$ cat src/rtl/branch_pkg.sv
// Shared branch encodings, sequencer state enumeration and default widths.
// Used by branch_sequencer, its interface and the external comparator.
package branch_pkg;
    localparam int ADDR_WIDTH_DEF   = 16;
    localparam int BR_CTRL_W_DEF    = 2;
    localparam int FLUSH_CYCLES_DEF = 2;

    localparam logic [1:0] BR_NONE = 2'b00;
    localparam logic [1:0] BR_EQ   = 2'b01;
    localparam logic [1:0] BR_GT   = 2'b10;
    localparam logic [1:0] BR_LT   = 2'b11;

    typedef enum logic [1:0] {
        ST_IDLE,
        ST_WAIT_OPND,
        ST_EVAL,
        ST_FLUSH
    } state_e;
endpackage

$ cat src/rtl/branch_sequencer_if.sv
// Decode / comparator / PC-redirect signal bundle around branch_sequencer.
// slave = the sequencer, master = the surrounding pipeline.
interface branch_sequencer_if #(
    parameter int ADDR_WIDTH           = 16,
    parameter int BRANCH_CONTROL_WIDTH = 2
);
    logic                            br_valid;
    logic [BRANCH_CONTROL_WIDTH-1:0] br_control;
    logic [ADDR_WIDTH-1:0]           br_pc;
    logic [ADDR_WIDTH-1:0]           br_offset;
    logic                            br_ready;
    logic                            opnd_ready;
    logic [BRANCH_CONTROL_WIDTH-1:0] cmp_control;
    logic                            cmp_branch;
    logic                            pc_load;
    logic [ADDR_WIDTH-1:0]           pc_target;
    logic                            flush;
    logic                            stall;

    modport slave (
        input  br_valid, br_control, br_pc, br_offset, opnd_ready, cmp_branch,
        output br_ready, cmp_control, pc_load, pc_target, flush, stall
    );

    modport master (
        output br_valid, br_control, br_pc, br_offset, opnd_ready, cmp_branch,
        input  br_ready, cmp_control, pc_load, pc_target, flush, stall
    );
endinterface

$ cat src/rtl/branch_stats.sv
// Saturating taken / not-taken counters, bumped on each EVAL exit.
// Only instantiated when BRANCH_STATS_EN is defined.
module branch_stats (
    input  logic        clk,
    input  logic        rst,
    input  logic        eval_done_i,
    input  logic        taken_i,
    output logic [15:0] taken_count_o,
    output logic [15:0] not_taken_count_o
);
    logic [15:0] taken_q, taken_d;
    logic [15:0] ntaken_q, ntaken_d;

    always_comb begin
        taken_d  = taken_q;
        ntaken_d = ntaken_q;
        if (eval_done_i) begin
            if (taken_i && taken_q != 16'hFFFF)
                taken_d = taken_q + 16'd1;
            if (!taken_i && ntaken_q != 16'hFFFF)
                ntaken_d = ntaken_q + 16'd1;
        end
    end

    always_ff @(posedge clk) begin
        if (!rst) begin
            taken_q  <= '0;
            ntaken_q <= '0;
        end else begin
            taken_q  <= taken_d;
            ntaken_q <= ntaken_d;
        end
    end

    assign taken_count_o     = taken_q;
    assign not_taken_count_o = ntaken_q;
endmodule

$ cat src/rtl/branch_sequencer.sv
// Conditional branch sequencer: waits for hazard-free operands, evaluates via the
// external comparator, redirects PC and flushes on taken. Optional stats: BRANCH_STATS_EN.
module branch_sequencer
    import branch_pkg::*;
#(
    parameter int ADDR_WIDTH           = ADDR_WIDTH_DEF,
    parameter int BRANCH_CONTROL_WIDTH = BR_CTRL_W_DEF,
    parameter int FLUSH_CYCLES         = FLUSH_CYCLES_DEF
) (
    input  logic              clk,
    input  logic              rst,
    branch_sequencer_if.slave bus
`ifdef BRANCH_STATS_EN
    ,
    output logic [15:0]       taken_count,
    output logic [15:0]       not_taken_count
`endif
);
    localparam logic [3:0] FLUSH_LD = 4'(FLUSH_CYCLES);

    state_e                          state_q, state_d;
    logic [BRANCH_CONTROL_WIDTH-1:0] ctrl_q, ctrl_d;
    logic [ADDR_WIDTH-1:0]           target_q, target_d;
    logic [ADDR_WIDTH-1:0]           pc_target_q, pc_target_d;
    logic                            pc_load_q, pc_load_d;
    logic [3:0]                      cnt_q, cnt_d;
    logic                            accept;
    logic                            eval_done;

    assign accept    = (state_q == ST_IDLE) && bus.br_valid && (bus.br_control != '0);
    assign eval_done = (state_q == ST_EVAL);

    always_comb begin
        state_d     = state_q;
        ctrl_d      = ctrl_q;
        target_d    = target_q;
        pc_target_d = pc_target_q;
        pc_load_d   = 1'b0;
        cnt_d       = cnt_q;
        case (state_q)
            ST_IDLE: begin
                if (accept) begin
                    ctrl_d   = bus.br_control;
                    // Modulo 2^ADDR_WIDTH: wrap-around is intentionally silent.
                    target_d = bus.br_pc + bus.br_offset;
                    state_d  = bus.opnd_ready ? ST_EVAL : ST_WAIT_OPND;
                end
            end
            ST_WAIT_OPND: begin
                if (bus.opnd_ready)
                    state_d = ST_EVAL;
            end
            ST_EVAL: begin
                if (bus.cmp_branch) begin
                    state_d     = ST_FLUSH;
                    pc_load_d   = 1'b1;
                    pc_target_d = target_q;
                    cnt_d       = FLUSH_LD;
                end else begin
                    state_d = ST_IDLE;
                end
            end
            ST_FLUSH: begin
                if (cnt_q <= 4'd1)
                    state_d = ST_IDLE;
                else
                    cnt_d = cnt_q - 4'd1;
            end
            default: state_d = ST_IDLE;
        endcase
    end

    always_ff @(posedge clk) begin
        if (!rst) begin
            state_q     <= ST_IDLE;
            ctrl_q      <= '0;
            target_q    <= '0;
            pc_target_q <= '0;
            pc_load_q   <= 1'b0;
            cnt_q       <= '0;
        end else begin
            state_q     <= state_d;
            ctrl_q      <= ctrl_d;
            target_q    <= target_d;
            pc_target_q <= pc_target_d;
            pc_load_q   <= pc_load_d;
            cnt_q       <= cnt_d;
        end
    end

    assign bus.br_ready    = (state_q == ST_IDLE);
    assign bus.stall       = (state_q == ST_WAIT_OPND) || (state_q == ST_EVAL);
    assign bus.flush       = (state_q == ST_FLUSH);
    assign bus.cmp_control = (state_q == ST_EVAL) ? ctrl_q : '0;
    assign bus.pc_load     = pc_load_q;
    assign bus.pc_target   = pc_target_q;

`ifdef BRANCH_STATS_EN
    branch_stats u_stats (
        .clk               (clk),
        .rst               (rst),
        .eval_done_i       (eval_done),
        .taken_i           (bus.cmp_branch),
        .taken_count_o     (taken_count),
        .not_taken_count_o (not_taken_count)
    );
`else
    logic unused_eval_done;
    assign unused_eval_done = eval_done;
`endif
endmodule
$ cat src/flat_wrapper.sv
// flat-port wrapper written by rule: the top's interface ports become plain ports
module branch_sequencer_flat import branch_pkg::*;
#(
    parameter int ADDR_WIDTH           = ADDR_WIDTH_DEF,
    parameter int BRANCH_CONTROL_WIDTH = BR_CTRL_W_DEF,
    parameter int FLUSH_CYCLES         = FLUSH_CYCLES_DEF
)
  (clk, rst, bus_br_valid, bus_br_control, bus_br_pc, bus_br_offset, bus_opnd_ready, bus_cmp_branch, bus_br_ready, bus_cmp_control, bus_pc_load, bus_pc_target, bus_flush, bus_stall);
  branch_sequencer_if #(.ADDR_WIDTH(ADDR_WIDTH), .BRANCH_CONTROL_WIDTH(BRANCH_CONTROL_WIDTH)) bus_i ();
  input  logic clk;
  input  logic rst;
  input wire logic [$bits(bus_i.br_valid)-1:0] bus_br_valid;
  input wire logic [$bits(bus_i.br_control)-1:0] bus_br_control;
  input wire logic [$bits(bus_i.br_pc)-1:0] bus_br_pc;
  input wire logic [$bits(bus_i.br_offset)-1:0] bus_br_offset;
  input wire logic [$bits(bus_i.opnd_ready)-1:0] bus_opnd_ready;
  input wire logic [$bits(bus_i.cmp_branch)-1:0] bus_cmp_branch;
  output wire logic [$bits(bus_i.br_ready)-1:0] bus_br_ready;
  output wire logic [$bits(bus_i.cmp_control)-1:0] bus_cmp_control;
  output wire logic [$bits(bus_i.pc_load)-1:0] bus_pc_load;
  output wire logic [$bits(bus_i.pc_target)-1:0] bus_pc_target;
  output wire logic [$bits(bus_i.flush)-1:0] bus_flush;
  output wire logic [$bits(bus_i.stall)-1:0] bus_stall;
  assign bus_i.br_valid = bus_br_valid;
  assign bus_i.br_control = bus_br_control;
  assign bus_i.br_pc = bus_br_pc;
  assign bus_i.br_offset = bus_br_offset;
  assign bus_i.opnd_ready = bus_opnd_ready;
  assign bus_i.cmp_branch = bus_cmp_branch;
  assign bus_br_ready = bus_i.br_ready;
  assign bus_cmp_control = bus_i.cmp_control;
  assign bus_pc_load = bus_i.pc_load;
  assign bus_pc_target = bus_i.pc_target;
  assign bus_flush = bus_i.flush;
  assign bus_stall = bus_i.stall;
  branch_sequencer #(.ADDR_WIDTH(ADDR_WIDTH), .BRANCH_CONTROL_WIDTH(BRANCH_CONTROL_WIDTH), .FLUSH_CYCLES(FLUSH_CYCLES)) u_core (.clk(clk), .rst(rst), .bus(bus_i));
endmodule
$ cat config.mk
export PLATFORM = sky130hd
export DESIGN_NAME = branch_sequencer_flat
export DESIGN_NICKNAME = d
export VERILOG_FILES = /design/src/rtl/branch_pkg.sv /design/src/rtl/branch_sequencer_if.sv /design/src/rtl/branch_stats.sv /design/src/rtl/branch_sequencer.sv /design/src/flat_wrapper.sv
export SDC_FILE = /design/constraint.sdc
export NUM_CORES = 1
export LEC_CHECK = 0
export BUFFER_PORTS_ARGS = -buffer_cell sky130_fd_sc_hd__buf_4
export CAP_MARGIN = 15
export CORE_ASPECT_RATIO = 1.2
export CORE_MARGIN = 2
export CORE_UTILIZATION = 57
export DETAILED_ROUTE_END_ITERATION = 8
export GPL_ROUTABILITY_DRIVEN = 0
export GPL_TIMING_DRIVEN = 1
export PLACE_DENSITY = 0.93
export SYNTH_ARGS = -nofsm -noshare
export SYNTH_HDL_FRONTEND = slang
export SYNTH_SLANG_ARGS = --single-unit
$ cat constraint.sdc
create_clock -name clk -period 5.1 [get_ports clk]
set_clock_uncertainty 0.05 [all_clocks]
set_input_delay 0.255 -clock clk [delete_from_list [all_inputs] [get_ports clk]]
set_output_delay 0.255 -clock clk [all_outputs]
set_load 0.1 [all_outputs]
==> results.yml <==
worst_setup_path:
  endpoint_kind: "flop"
  worst_setup_path_start_kind: "flop"
  worstSetupPathType: "flop to flop"
  crit_top_cell: "nand2_1"
  critical_path_arrival_ns: 2.27
  rrSetupSlack_ns: 2.96
  crit_fanout: 20
  path_cells: "inv_1, ha_1, nand2_1, a32oi_1, nand2_1, xor2_1, nor2_1"
  slowest_delay_ns: 0.53
  slowest_stage: "a32oi_1"
  critical_path_required_ns: 5.23
place:
  io_buffers: 60
  hpwl_mm: 4.22
  dpl_worst_slack_ns: 2.83
  place_inst: 398
sta:
  finalHoldViolCount: 0
  maxSlewHeadroom: 0.298
  fmax_mhz: 468
  worst_slew_pin_slew_ns: 1.05
  rsz0062_at_grt: "false"
  setup_viol: 0
  fin_crit_sh: 0.419
  setup_ws_ns: 2.96
  finalSetupTns_ns: 0
  slew_viol_final: 0
  post-route-min-period_ns: 2.14
detailed_routing:
  wl_mm: 5.55
  top_layer: "met4"
  via_per_inst: 5.66
  drtPass1Iterations: 4
  routed-wl-met3_um: 259
  drc: 0
  vias: 2286
  m1WireLength_mm: 2.31
  drtIter0Drc: 150
  dr_wl_met2_mm: 2.85
  drtAntennaViolNets: 0
  routedWlPerCell_um: 13.7
floorplanning:
  die_h_um: 74.3
  coreArea_um2: 3940
  start_util: 0.595
  row_count: 25
  io_pins: 61
  die_x_um: 62.6
  design.die.area_um2: 4640
run:
  max_cap_violations: 0
grt:
  grt_pass1_wl_mm: 9.35
  overflow: 0
  grtUsageTotal: 0.251
  grt_pass1_vias: 2302
  grt_max_degree: 35
  antenna_found_initial: 0
synth:
  synth_area_um2: 2340
  ys_ff_latch: 41
  seq_area_frac_synth: 0.350
  synth_cell_types: 43
  syn_nets: 357
  yosysWarningCount: 0
  postSynthCellCount: 295
  synthArstFlopShare: 0
  synth-main-ff-cell: "dfxtp_1"
  syn_area_per_cell_um2: 7.95
  synth_edf_count: 0
cts:
  cts_post_setup_buffers_inserted: 0
  cts_tree: "built"
  clock_path_buffers: 2
  cts_hold_buf: 0
  clock-root-buffer: "clkbuf_8"
  htreeDepth: 2
  cts.repair.resized: 0
  cts_sinks: 41
  numCtsBuffers: 5
  clkTransAtPathRegs_ns: 0.07
  clock_latency_ns: 0.29
final_layout:
  antenna_cells: 0
  drive_gt1_frac: 0.220
  fin_cells: 404
  nNetsFinal: 413
  area_growth_pct: 23.6
pwr:
  p_per_area_nw_per_um2: 398
  p_leak_nw: 1.25
  peakVddDrop_mv: 0.196
run_status:
  status: "finished, final reports clean"
min_path:
  hold_class: "input port to flop"
worst paths after layout:
kind	startpoint	to	cells past startpoint
worst max-delay path	u_core.state_q[0]	u_core.cnt_q[3]	7
worst min-delay path	bus_br_control[1]	u_core.ctrl_q[1]	3
worst max register to register	u_core.state_q[0]	u_core.cnt_q[3]	7
worst min register to register	u_core.target_q[15]	u_core.bus.pc_target[15]	2
sequential cells by signal (all words and copies together), names as in the netlist:
name and flops:
u_core.bus.pc_load 1, u_core.bus.pc_target 16, u_core.cnt_q 4, u_core.ctrl_q 2, u_core.state_q 2, u_core.target_q 16
worst max-delay path, delay by kind of cell, from the launching register on:
kind | cells | cell delay, ns
fa+ha+maj | 1 | 0.24
buf+inv | 1 | 0.12
xor+xnor | 1 | 0.16
flops | 1 | 0.34
compound gates | 1 | 0.53
simple gates | 3 | 0.57
report_power, final:
part	internal (W)	switching (W)	total (W)	leakage, nW
Combinational	0.000175	0.000378	0.000554	0.879
Clock	0.0000899	0.000102	0.000192	0.0399
Sequential	0.000374	0.0000354	0.000409	0.334
cells in the final DEF, fill, tap and decap left out, drive strengths merged, types with 3 or more instances in the layout:
cell     n
a211oi   4
a21o     4
a21oi   41
a31oi    3
and2     5
buf     61
clkbuf   5
dfxtp   41
ha      22
inv     11
nand2   56
nand3   15
nand4b   3
nor2    10
nor3     6
o21ai   14
or2      5
or3      5
xnor2    5
xor2     3
cell families after synthesis:
kind of cell	after synthesis	synth area share
AND/OR/NAND/NOR	114	0.229
adder cells (fa/ha/maj)	23	0.126
flip-flops	41	0.350
AO/OA/AOI/OAI	86	0.228
XOR/XNOR	8	0.0299
buffers and inverters	23	0.0368
stage by stage:
step | util | power [W] | hold WS [ns] | instance area [um2]
after detailed placement | 0.717 | 0.000966 | 0.395 | 2830
after global routing | 0.736 | 0.00122 | 0.181 | 2900
after global placement | 0.717 | 0.000946 | 0.390 | 2830
final | 0.736 | 0.00116 | 0.161 | 2900
after floorplan | - | 0.000845 | 0.341 | 2340
after CTS | 0.736 | 0.00116 | 0.160 | 2900
cell type report:
class                           count  area, um2
Clock inverter                      1       5.00
Multi-Input combinational cell    231       1440
Inverter                           11       41.3
Fill cell                         337       1040
Sequential cell                    41        821
Clock buffer                        5       68.8
Tap cell                           54       67.6
Timing Repair Buffer               61        458
synth_stat cells (2+ instances only):
cell / instances / area share
a21o_1: 4 / 0.013
xnor2_1: 5 / 0.019
xor2_1: 3 / 0.011
nand3b_1: 2 / 0.0064
nand2b_1: 2 / 0.0053
o21ai_0: 14 / 0.030
and2_1: 5 / 0.013
or3_1: 5 / 0.013
or2_2: 5 / 0.013
nand4b_1: 3 / 0.011
ha_1: 22 / 0.12
o311ai_0: 2 / 0.0075
clkbuf_1: 7 / 0.011
inv_1: 11 / 0.018
o2111ai_1: 2 / 0.0075
nand3_1: 15 / 0.032
nand2_1: 56 / 0.090
o211ai_1: 2 / 0.0064
a211oi_1: 4 / 0.013
nor2_1: 10 / 0.016
a21oi_1: 41 / 0.088
dfxtp_1: 41 / 0.35
a221o_1: 2 / 0.0085
o211a_1: 2 / 0.0085
a31oi_1: 3 / 0.0080
nor3_1: 6 / 0.013
buf_1: 5 / 0.0080
per-layer routing:
layer	up-vias	GRT usage
li1	1158	-
met1	1045	0.269
met2	72	0.467
met3	11	0.0484
met4	0	0.146
met5	-	0
No activity file was read; power rests on OpenSTA's default activity.
